==> src/rtl/ram_copy_engine.sv <==
// Copies len words between two ranges of a single-port-read / single-port-write RAM.
// The engine issues one read per cycle and writes each word one cycle later.
//
// state    | meaning
// ---------+---------------------------------------------------------
// ST_IDLE  | waiting for start; captured values and words_copied held
// ST_READ  | one read per cycle; each write trails its read by a cycle
// ST_DRAIN | no read issued; the final write is on the bus
// ST_DONE  | done pulse for one cycle, then back to idle
module ram_copy_engine #(
  parameter int DEPTH  = 256,
  parameter int DWIDTH = 8,
  parameter int AWIDTH = 8
) (
  input  logic              clk,
  input  logic              rst,
  input  logic              start,
  input  logic [AWIDTH-1:0] src_addr,
  input  logic [AWIDTH-1:0] dst_addr,
  input  logic [AWIDTH:0]   len,
  output logic              busy,
  output logic              done,
  output logic              rd_enbl,
  output logic [AWIDTH-1:0] rd_addr,
  input  logic [DWIDTH-1:0] rd_data,
  output logic              wr_enbl,
  output logic [AWIDTH-1:0] wr_addr,
  output logic [DWIDTH-1:0] wr_data,
  output logic [AWIDTH:0]   words_copied
);

  localparam logic [1:0] ST_IDLE  = 2'd0;
  localparam logic [1:0] ST_READ  = 2'd1;
  localparam logic [1:0] ST_DRAIN = 2'd2;
  localparam logic [1:0] ST_DONE  = 2'd3;

  localparam logic [AWIDTH:0] LEN_MAX = (AWIDTH + 1)'(DEPTH);

  logic [1:0]        state;
  logic [AWIDTH:0]   rd_left;
  logic [AWIDTH:0]   len_clip;
  logic [AWIDTH-1:0] dst_ptr;

  // A count above the RAM size would only re-copy words; saturate it.
  assign len_clip = (len > LEN_MAX) ? LEN_MAX : len;

  // Read data arrives the cycle the matching write is on the bus.
  assign wr_data = rd_data;

  always_ff @(posedge clk) begin
    if (rst) begin
      state        <= ST_IDLE;
      busy         <= 1'b0;
      done         <= 1'b0;
      rd_enbl      <= 1'b0;
      rd_addr      <= '0;
      wr_enbl      <= 1'b0;
      wr_addr      <= '0;
      words_copied <= '0;
      rd_left      <= '0;
      dst_ptr      <= '0;
    end else begin
      done    <= 1'b0;
      wr_enbl <= rd_enbl;

      // Every issued read schedules a write to the next destination word.
      if (rd_enbl) begin
        wr_addr <= dst_ptr;
        dst_ptr <= dst_ptr + 1'b1;
      end

      if (wr_enbl) begin
        words_copied <= words_copied + 1'b1;
      end

      case (state)
        ST_IDLE: begin
          if (start) begin
            dst_ptr      <= dst_addr;
            rd_addr      <= src_addr;
            words_copied <= '0;
            if (len_clip == '0) begin
              state <= ST_DONE;
              done  <= 1'b1;
            end else begin
              state   <= ST_READ;
              busy    <= 1'b1;
              rd_enbl <= 1'b1;
              rd_left <= len_clip - 1'b1;
            end
          end
        end

        ST_READ: begin
          if (rd_left == '0) begin
            rd_enbl <= 1'b0;
            state   <= ST_DRAIN;
          end else begin
            rd_addr <= rd_addr + 1'b1;
            rd_left <= rd_left - 1'b1;
          end
        end

        ST_DRAIN: begin
          state <= ST_DONE;
          done  <= 1'b1;
          busy  <= 1'b0;
        end

        ST_DONE: begin
          state <= ST_IDLE;
        end

        default: begin
          state <= ST_IDLE;
        end
      endcase
    end
  end

endmodule

==> config.mk <==
export PLATFORM = sky130hd
export DESIGN_NAME = ram_copy_engine
export DESIGN_NICKNAME = d
export VERILOG_FILES = /design/src/rtl/ram_copy_engine.sv
export SDC_FILE = /design/constraint.sdc
export NUM_CORES = 1
export LEC_CHECK = 0
export CORE_ASPECT_RATIO = 0.8
export CORE_UTILIZATION = 51
export CTS_BUF_LIST = sky130_fd_sc_hd__clkbuf_16
export CTS_CLUSTER_DIAMETER = 120
export CTS_CLUSTER_SIZE = 12
export DETAILED_ROUTE_END_ITERATION = 8
export PLACE_DENSITY_LB_ADDON = 0.15
export SETUP_SLACK_MARGIN = 0.4
export SLEW_MARGIN = 30
export SYNTH_ARGS = -nofsm -noshare
export SYNTH_HDL_FRONTEND = slang
export SYNTH_SLANG_ARGS = --single-unit
==> constraint.sdc <==
create_clock -name clk -period 9 [get_ports clk]
set_clock_uncertainty 0.15 [all_clocks]
set_input_delay 0.9 -clock clk [delete_from_list [all_inputs] [get_ports clk]]
set_output_delay 0.9 -clock clk [all_outputs]
set_load 0.005 [all_outputs]
=== Word level (Yosys, flattened, before mapping) ===
Index checks and enable logic that the tools add are counted.

* Equality and inequality tests: 7
* Multiplexer cells: 26
* Reduce and logical (&&, ||, !) cells: 10
* Magnitude comparators: 1
* Add/sub/neg operators: 5

{| class="wikitable"
|+ Operators with widths
! cell !! number
|-
| $mux W9 || 7
|-
| $mux W8 || 5
|-
| $logic_not A9 Y1 || 2
|-
| $pmux W9 S2 || 1
|-
| $sub A9 B1 Y9 const B || 2
|-
| $add A8 B1 Y8 const B || 2
|-
| $pmux W8 S2 || 1
|-
| $add A9 B1 Y9 const B || 1
|-
| $gt A9 B9 Y1 const B || 1
|-
| $ne A2 B2 Y1 const B || 4
|-
| $pmux W2 S4 || 1
|-
| $reduce_and A4 Y1 || 2
|-
| $mux W2 || 3
|-
| $pmux W1 S2 || 3
|-
| $reduce_and A3 Y1 || 2
|-
| $mux W1 || 5
|-
| $eq A2 B2 Y1 const B || 2
|-
| $reduce_bool A2 Y1 || 2
|-
| $eq A2 B1 Y1 const B || 1
|-
| $logic_not A2 Y1 || 1
|-
| $reduce_and A2 Y1 || 1
|}

* Logic and storage cells: 59
* Bits in registers: 48
* Input port bits: 36

=== Depth between registers and ports, before layout ===
Gate-level depths: netlist of the first run.

* Depth after elaboration: 6
* Depth in mapped cells: 14
* Gate-level depth less buffers: 11

=== Least setup slack after synthesis of the first run ===
OpenSTA, ideal clock, no wires.

* Path kind: register -> register
* Start point: register state[1]
* End point: register rd_left[8]
* Library setup time: 0.138 ns
* Path slack: 5.878 ns
* Data arrival time: 2.834 ns
* Stages on the path, launching flop included: 15
* Required time: 8.712 ns
* Clock period less this slack: 3.122 ns
* Cells stage by stage: dfxtp_1 inv_1 ha_1 buf_2 buf_1 clkbuf_1 nor3b_1 a21oi_1 ha_1 inv_1 a221o_1 nor4_4 mux2_1 nand2_1 a41oi_2

* Longest elaborated chain between the ends: 3

{| class="wikitable"
|+ RTL lines
! element !! line !! text
|-
| start, declared || 39 || <nowiki>logic [1:0] state;</nowiki>
|-
| start signal, assigned || 52 || <nowiki>state <= ST_IDLE;</nowiki>
|-
| start signal, assigned || 83 || <nowiki>state <= ST_DONE;</nowiki>
|-
| start signal, assigned || 86 || <nowiki>state <= ST_READ;</nowiki>
|-
| $eq A2 B1 Y1 or $logic_not A2 Y1 (tied branches) || 76 || <nowiki>case (state)</nowiki>
|-
| $ne A2 B2 Y1 (no source line) or $reduce_bool A2 Y1 (tied branches) || - ||
|-
| $reduce_and A4 Y1 (no source line) || - ||
|-
| end signal, assigned || 89 || <nowiki>rd_left <= len_clip - 1'b1;</nowiki>
|-
| end signal, assigned || 100 || <nowiki>rd_left <= rd_left - 1'b1;</nowiki>
|-
| end, declared || 40 || <nowiki>logic [AWIDTH:0] rd_left;</nowiki>
|}

Several ways; a longest one is shown, not always the timed one.
A chain may end at the register's enable or synchronous reset.

=== Worst setup path in the final report of the first run ===
* Start point: input len[8]
* End point: register rd_left[8]

* Longest elaborated chain between the ends: 6

{| class="wikitable"
|+ RTL lines
! element !! line !! text
|-
| start, declared || 20 || <nowiki>input logic [AWIDTH:0] len,</nowiki>
|-
| $gt A9 B9 Y1 || 45 || <nowiki>assign len_clip = (len > LEN_MAX) ? LEN_MAX : len;</nowiki>
|-
| $mux W9 (*) || 45 ||
|-
| $sub A9 B1 Y9 || 89 ||
|-
| $mux W9 || 82 || <nowiki>if (len_clip == '0) begin</nowiki>
|-
| $mux W9 || 78 || <nowiki>if (start) begin</nowiki>
|-
| $pmux W9 S2 || 76 ||
|}

Mark *: on every way between the ends. The rest lies on a longest branch, timed or not. The select of a mux whose other input is x is not followed.

==> results of run 1 <==
## layer usage
metal | routed length [um] | up-vias
met2 | 2380 | 54
met5 | 0 | -
met3 | 268 | 2
met1 | 2670 | 1020
li1 | - | 1162
met4 | 17 | 0
## report_power, final
group	internal [W]	switching, W	leakage [nW]	total (W)
Combinational	0.000193	0.000223	0.705	0.000416
Sequential	0.000268	0.0000602	0.393	0.000328
Clock	0.000130	0.0000762	0.0814	0.000207
## stage by stage
stage / total power, W / setup slack, ns / hold slack, ns / instance area, sq um / utilization [%]
after floorplan: 0.000631 / 5.88 / 0.305 / 2520 / -
after global placement: 0.000739 / 5.59 / 0.321 / 3050 / 65.3
after detailed placement: 0.000747 / 5.54 / 0.329 / 3050 / 65.3
after CTS: 0.000958 / 5.83 / 0.343 / 3220 / 68.9
after global routing: 0.00103 / 5.65 / 0.380 / 3220 / 68.9
final: 0.000951 / 5.82 / 0.341 / 3220 / 68.9
## flip-flops by register name, indices dropped and copies added, names as in the netlist
name and flops:
rd_left 9, words_copied 9, dst_ptr 8, rd_addr 8, wr_addr 8, state 2
busy 1, done 1, rd_enbl 1, wr_enbl 1
## path summary, 6_finish.rpt
path	start	to	slack [ns]	depth (start not counted)
worst max-delay path	len[8]	rd_left[8]	5.82	10
worst min-delay path	rd_left[6]	rd_left[6]	0.34	2
worst max register to register	state[1]	rd_left[8]	6.16	12
worst min register to register	rd_left[6]	rd_left[6]	0.34	2
## final cells by class
cell class | count | area [sq um] | area share, %
Clock inverter | 3 | 42.5 | 1.32
Clock buffer | 5 | 125 | 3.88
Inverter | 6 | 22.5 | 0.699
Sequential cell | 48 | 961 | 29.8
Tap cell | 60 | 75.1 | 2.33
Multi-Input combinational cell | 228 | 1420 | 44.1
Timing Repair Buffer | 58 | 576 | 17.9
## critical path, stage by stage
cell	delay, ns
sky130_fd_sc_hd__clkdlybuf4s50_1	0.56
sky130_fd_sc_hd__or3b_1	0.16
sky130_fd_sc_hd__and2_1	0.15
sky130_fd_sc_hd__ha_1	0.19
sky130_fd_sc_hd__inv_1	0.04
sky130_fd_sc_hd__a221o_1	0.32
sky130_fd_sc_hd__nor4_4	0.31
sky130_fd_sc_hd__mux2_1	0.35
sky130_fd_sc_hd__nand2_1	0.08
sky130_fd_sc_hd__a41oi_2	0.11
## logic make-up (layout without fill, tap and decap cells)
logic type	after synthesis	in the layout
AO/OA/AOI/OAI	68	68
XOR/XNOR	16	16
adder cells (fa/ha/maj)	7	7
buffers and inverters	28	72
flip-flops	48	48
multiplexers	15	15
AND/OR/NAND/NOR	122	122
## placed cells by master (no fill, tap or decap), drive strengths merged, types with 2 or more instances in the layout
| master | count |
|---|---|
| nand4 | 6 |
| clkbuf | 5 |
| nor3b | 2 |
| a311oi | 2 |
| a21o | 4 |
| a21oi | 14 |
| clkdlybuf4s50 | 56 |
| ha | 7 |
| o21ai | 16 |
| nor4 | 3 |
| a211oi | 11 |
| nor2 | 52 |
| nand2 | 28 |
| clkinv | 2 |
| nor2b | 3 |
| buf | 2 |
| nand3 | 6 |
| or3 | 7 |
| or2 | 2 |
| a22oi | 7 |
| and3 | 3 |
| xnor2 | 6 |
| inv | 6 |
| dfxtp | 48 |
| a31oi | 3 |
| xor2 | 10 |
| o31ai | 3 |
| nor3 | 5 |
| mux2i | 14 |
==> flow_metrics.py, run 1 <==
metrics = {
    "outcome": {
        "outcome": "finished, final reports clean",
    },
    "power_and_ir_drop": {
        "power.density_mw_per_mm2": 295,
        "power.ir.vdd_worst_mv": 0.183,
        "power.static_leakage_nw": 1.18,
    },
    "floorplanning": {
        "rows": 22,
        "die_area_sq_mm": 0.00523,
        "chip_width_um": 80.6,
        "core_area_sq_mm": 0.00468,
        "start_util_pct": 53.9,
        "dieHeight_um": 64.9,
        "io_pins": 73,
    },
    "placement": {
        "dpl.cell_count": 400,
        "buffer_ports.inserted": 56,
        "dpl.hpwl_mm": 3.79,
        "finalWeightedCongestion": 0.920,
    },
    "global_routing": {
        "grt_total_usage_pct": 22.1,
        "vias_in_the_first_global_route": 2004,
        "global_route.usage.met1_pct": 30.5,
        "grt-busiest-layer": "met2",
        "global_route.usage.met3_pct": 6.34,
        "pin_count_of_the_biggest_net_entering_global_routing": 42,
        "antenna_found_initial": 0,
        "grt_overflow_total": 0,
        "globalRouteMet2Util_pct": 34.3,
        "grt_pass1_wl_mm": 9.05,
    },
    "clock_network": {
        "cts_max_level": 2,
        "post_cts_resize_count": 0,
        "cts_setup_buffers": 0,
        "clk_pin_slew_worst_paths_ns": 0.06,
        "tritoncts.num_buffers": 5,
        "cts_max_path_buffers": 2,
        "ctsRootBufferMaster": "sky130_fd_sc_hd__clkbuf_16",
        "cts_tree": "built",
        "holdBufCountCts": 0,
        "tritoncts_num_sinks": 48,
        "clock_insertion_delay_worst_skew_ns": 0.28,
    },
    "critical_path": {
        "crit_required_ns": 8.99,
        "crit_path_start_kind": "primary input",
        "path_class": "primary input to flip-flop",
        "cp_data_arrival_time_ns": 3.17,
        "timing.critical_path.to_type": "flip-flop",
        "highest_fanout_seen_on_the_critical_path": 6,
    },
    "routing": {
        "postRouteAntennaNets": 0,
        "vias_per_cell": 5.49,
        "dr.first_iter.drc_count": 134,
        "drt_total_wl_mm": 5.34,
        "route.vias.total": 2238,
        "drcViolationCount": 0,
        "routed_length_per_placed_instance_um": 13.1,
        "drt-pass1-iter-count": 4,
    },
    "logic_synthesis": {
        "avgSynthCellArea_sq_um": 8.29,
        "synthXorXnorAreaFrac_pct": 5.56,
        "muxShareOfSynthArea_pct": 6.01,
        "synthAdderAreaFrac_pct": 3.48,
        "synth_top_family_by_area": "simple AND/OR/NAND/NOR gates",
        "synth_compound_area_share_pct": 18.4,
        "synthesis.instances": 304,
        "syn_nets": 347,
        "most_frequent_cell_after_synthesis": "sky130_fd_sc_hd__nor2_1",
        "post-synth-top-area-cell": "sky130_fd_sc_hd__dfxtp_1",
        "ys_ff_latch": 48,
        "commonest_cells_in_the_netlist": "51 x sky130_fd_sc_hd__nor2_1, 48 x sky130_fd_sc_hd__dfxtp_1, 28 x sky130_fd_sc_hd__nand2_1",
        "yosysSeqAreaShare_pct": 38.1,
        "synth_enable_flop_cells": 0,
        "synth_simple_gate_area_share_pct": 22.9,
        "ys.flop_type": "sky130_fd_sc_hd__dfxtp_1",
        "synth_async_sr_flop_share_pct": 0,
        "yosysWarnings": 0,
        "post_synth_main_area_contributors": "sky130_fd_sc_hd__dfxtp_1 38%, sky130_fd_sc_hd__nor2_1 7.6%, sky130_fd_sc_hd__mux2i_1 5.6%",
        "yosys.cell_types.count": 50,
        "netlist_area_sq_mm": 0.00252,
        "synthDominantCellAreaShare_pct": 38.1,
    },
    "layout": {
        "numnets_final": 390,
        "synthesis_to_finish_area_growth_pct": 27.9,
        "fillerInstances": 408,
        "fraction_of_final_layout_cells_with_drive_strength_greater_than_1_pct": 4.60,
        "layout.cells.non_filler": 408,
        "n_antenna_cell": 0,
    },
    "sta": {
        "grt_setup_unrepaired": "false",
        "max-slew-margin-rel_pct": 47.4,
        "timing.final.crit_period_ns": 3.18,
        "final-setup-viol-count": 0,
        "final_max_slew_viol_count": 0,
        "timing.final.crit_share_pct": 35.3,
        "setup-tns-final_ns": 0,
        "hold_violations": 0,
        "max_freq_mhz": 315,
        "worst-slew-pin-transition_ns": 0.787,
    },
    "flow_run": {
        "drv.max_cap_violation_count": 0,
    },
    "hold_path": {
        "hold_path_class": "flip-flop to flip-flop",
    },
}
Power figures use the tool's default switching activity.
==> run 2, diff against run 1 <==
- CORE_UTILIZATION: 51 -> 43
- clock period: 9 -> 2.9 ns (I/O delays scaled with it)
==> flow_metrics.py, run 2 (synthesis gave the netlist of run 1 again) <==
metrics = {
    "flow_run": {
        "drv.max_cap_violation_count": 0,
    },
    "layout": {
        "numnets_final": 397,
        "top_regs": "rd_left: 9 flops, words_copied: 9 flops",
        "layout_commonest_cell": "sky130_fd_sc_hd__clkdlybuf4s50_1",
        "n_antenna_cell": 0,
        "fillerInstances": 493,
        "synthesis_to_finish_area_growth_pct": 31.0,
        "final_cell_mix": "55 x sky130_fd_sc_hd__clkdlybuf4s50_1, 51 x sky130_fd_sc_hd__nor2_1, 46 x sky130_fd_sc_hd__dfxtp_1, 28 x sky130_fd_sc_hd__nand2_1, 14 x sky130_fd_sc_hd__mux2i_1",
        "multi_input_area_sq_mm": 0.00144,
        "fraction_of_final_layout_cells_with_drive_strength_greater_than_1_pct": 8.45,
        "utilization_pct": 59.4,
        "sequential_cell_area_sq_um": 963,
    },
    "clock_network": {
        "cts_max_path_buffers": 2,
        "tritoncts_num_sinks": 48,
        "ctsRootBufferMaster": "sky130_fd_sc_hd__clkbuf_16",
        "cts_max_level": 2,
        "holdBufCountCts": 0,
        "tritoncts.num_buffers": 5,
        "clock_insertion_delay_worst_skew_ns": 0.28,
        "clk_pin_slew_worst_paths_ns": 0.06,
        "cts_tree": "built",
    },
    "global_routing": {
        "grt_pass1_wl_mm": 9.63,
        "grt_total_usage_pct": 19.6,
        "vias_in_the_first_global_route": 2102,
        "grt_overflow_total": 0,
        "antenna_found_initial": 0,
        "pin_count_of_the_biggest_net_entering_global_routing": 23,
    },
    "floorplanning": {
        "die_area_sq_mm": 0.00617,
        "start_util_pct": 45.4,
        "dieHeight_um": 70.5,
        "chip_width_um": 87.6,
        "rows": 24,
        "io_pins": 73,
        "core_area_sq_mm": 0.00556,
    },
    "routing": {
        "postRouteAntennaNets": 0,
        "route.vias.total": 2272,
        "drt_total_wl_mm": 5.73,
        "vias_per_cell": 5.25,
        "dr.first_iter.drc_count": 90,
        "routed_length_per_placed_instance_um": 13.2,
        "drt-pass1-iter-count": 4,
        "drcViolationCount": 0,
    },
    "hold_path": {
        "hold_path_class": "flip-flop to flip-flop",
    },
    "sta": {
        "max_freq_mhz": 416,
        "worst-slew-pin-transition_ns": 0.578,
        "grt_setup_unrepaired": "true",
        "timing.final.crit_period_ns": 2.40,
        "timing.final.crit_share_pct": 82.8,
        "final_max_slew_viol_count": 0,
        "max-slew-margin-rel_pct": 61.1,
        "hold_violations": 0,
        "setup-tns-final_ns": 0,
        "final-setup-viol-count": 0,
    },
    "critical_path": {
        "crit_required_ns": 2.91,
        "worstSetupEndpoint": "rd_left[8]",
        "highest_fanout_seen_on_the_critical_path": 5,
        "r2r_cells": 11,
        "path_cells": "inv_2 -> ha_4 -> buf_4 -> a21oi_2 -> ha_2 -> inv_1 -> a221o_1 -> nor4_4 -> mux2_1 -> nand2_1 -> a41oi_2",
        "timing.critical_path.to_type": "flip-flop",
        "setup.reg_to_reg.worst_slack_ns": 0.50,
        "cpMaxStageDelayCell": "sky130_fd_sc_hd__mux2_1",
        "rr_startpoint": "state[1]",
        "critical-path-max-stage-delay_ns": 0.36,
        "crit_path_start_kind": "flip-flop",
        "critPathTopFamily": "compound AO/OA/AOI/OAI gates",
        "cp_num_cells": 11,
        "path_class": "flip-flop to flip-flop",
        "timing.rr.end": "rd_left[8]",
        "cp.buffers_inverters": 3,
        "beginning_of_the_critical_path": "state[1]",
        "cp_data_arrival_time_ns": 2.41,
    },
    "placement": {
        "buffer_ports.inserted": 56,
        "finalWeightedCongestion": 0.802,
        "dpl.hpwl_mm": 4.07,
    },
    "power_and_ir_drop": {
        "clock_power_share_pct": 18.8,
        "report.power.total_w": 0.00299,
        "power.ir.vdd_worst_mv": 0.482,
        "power.density_mw_per_mm2": 904,
        "swShare_pct": 39.5,
        "power.static_leakage_nw": 1.21,
        "power.sequential.fraction_pct": 34.1,
        "netSwitchingPower_w": 0.00118,
        "power.share.combinational_pct": 47.1,
        "cellInternalPower_w": 0.00181,
    },
    "outcome": {
        "outcome": "finished, final reports clean",
    },
}
==> run 2: cell count changes in the layout (fill, tap and decap cells not counted), moves of 2 or more <==
cell / previous run / this run
sky130_fd_sc_hd__buf_4: 2 / 9
sky130_fd_sc_hd__clkinvlp_4: 0 / 2
sky130_fd_sc_hd__dfxtp_1: 48 / 46
sky130_fd_sc_hd__ha_1: 7 / 5
sky130_fd_sc_hd__dfxtp_2: 0 / 2
==> run 2: layout make-up <==
| class | instances | share of cell area (%) |
|---|---|---|
| clock buffers | 5 | 3.79 |
| clock inverters | 3 | 0.568 |
| inverters | 6 | 0.682 |
| multi-input cells | 228 | 43.7 |
| flip-flops and latches | 48 | 29.2 |
| well taps | 78 | 2.96 |
| repair buffers | 65 | 19.1 |
==> run 2: worst reg2reg max path: cells and delay by family (launching register included) <==
family | cells | cell delay, ns
AO/OA/AOI/OAI | 3 | 0.53
flip-flops | 1 | 0.35
AND/OR/NAND/NOR | 2 | 0.28
multiplexers | 1 | 0.36
adder cells (fa/ha/maj) | 2 | 0.37
buffers and inverters | 3 | 0.24
==> run 2: worst min path at each step <==
stage,from,endpoint,depth (start not counted)
CTS,wr_addr[3],wr_addr[3],2
global route,wr_addr[2],wr_addr[2],2
detailed placement,busy,busy,2
global placement,wr_addr[3],wr_addr[3],2
floorplan,start,done,2
finish,wr_addr[2],wr_addr[2],2
==> run 2: timing repair <==
item | 4_1_cts | 5_1_grt
resized for setup | 0 | 1
pin swaps | 1 | 0
setup endpoints to repair | 1 | 1
buffers inserted | 4 | 0
==> run 2: power groups by stage <==
| stage | Combinational [W] | Clock, W | Sequential (W) |
|---|---|---|---|
| 6_report | 0.00141 | 0.000561 | 0.00102 |
| 5_1_grt | 0.00158 | 0.000600 | 0.00105 |
| 4_1_cts | 0.00141 | 0.000572 | 0.00102 |
| 3_5_place_dp | 0.00136 | 0 | 0.00103 |
| 3_3_place_gp | 0.00135 | 0 | 0.00102 |
| 2_1_floorplan | 0.00103 | 0 | 0.000985 |
==> run 2: metrics by stage <==
stage	hold WS [ns]	area, sq um	cells	setup WS (ns)
finish	0.343	3300	433	0.498
global route	0.377	3300	433	0.343
CTS	0.347	3300	433	0.447
detailed placement	0.328	3130	421	0.151
global placement	0.329	3130	421	0.238
floorplan	0.294	2570	304	0.387
==> run 2: routing by layer <==
metal | global-route usage, % | up-vias | routed length [um]
li1 | - | 1176 | -
met1 | 27.3 | 1041 | 2900
met2 | 30.7 | 49 | 2510
met3 | 3.78 | 6 | 287
met4 | 5.10 | 0 | 27
met5 | 0 | - | 0
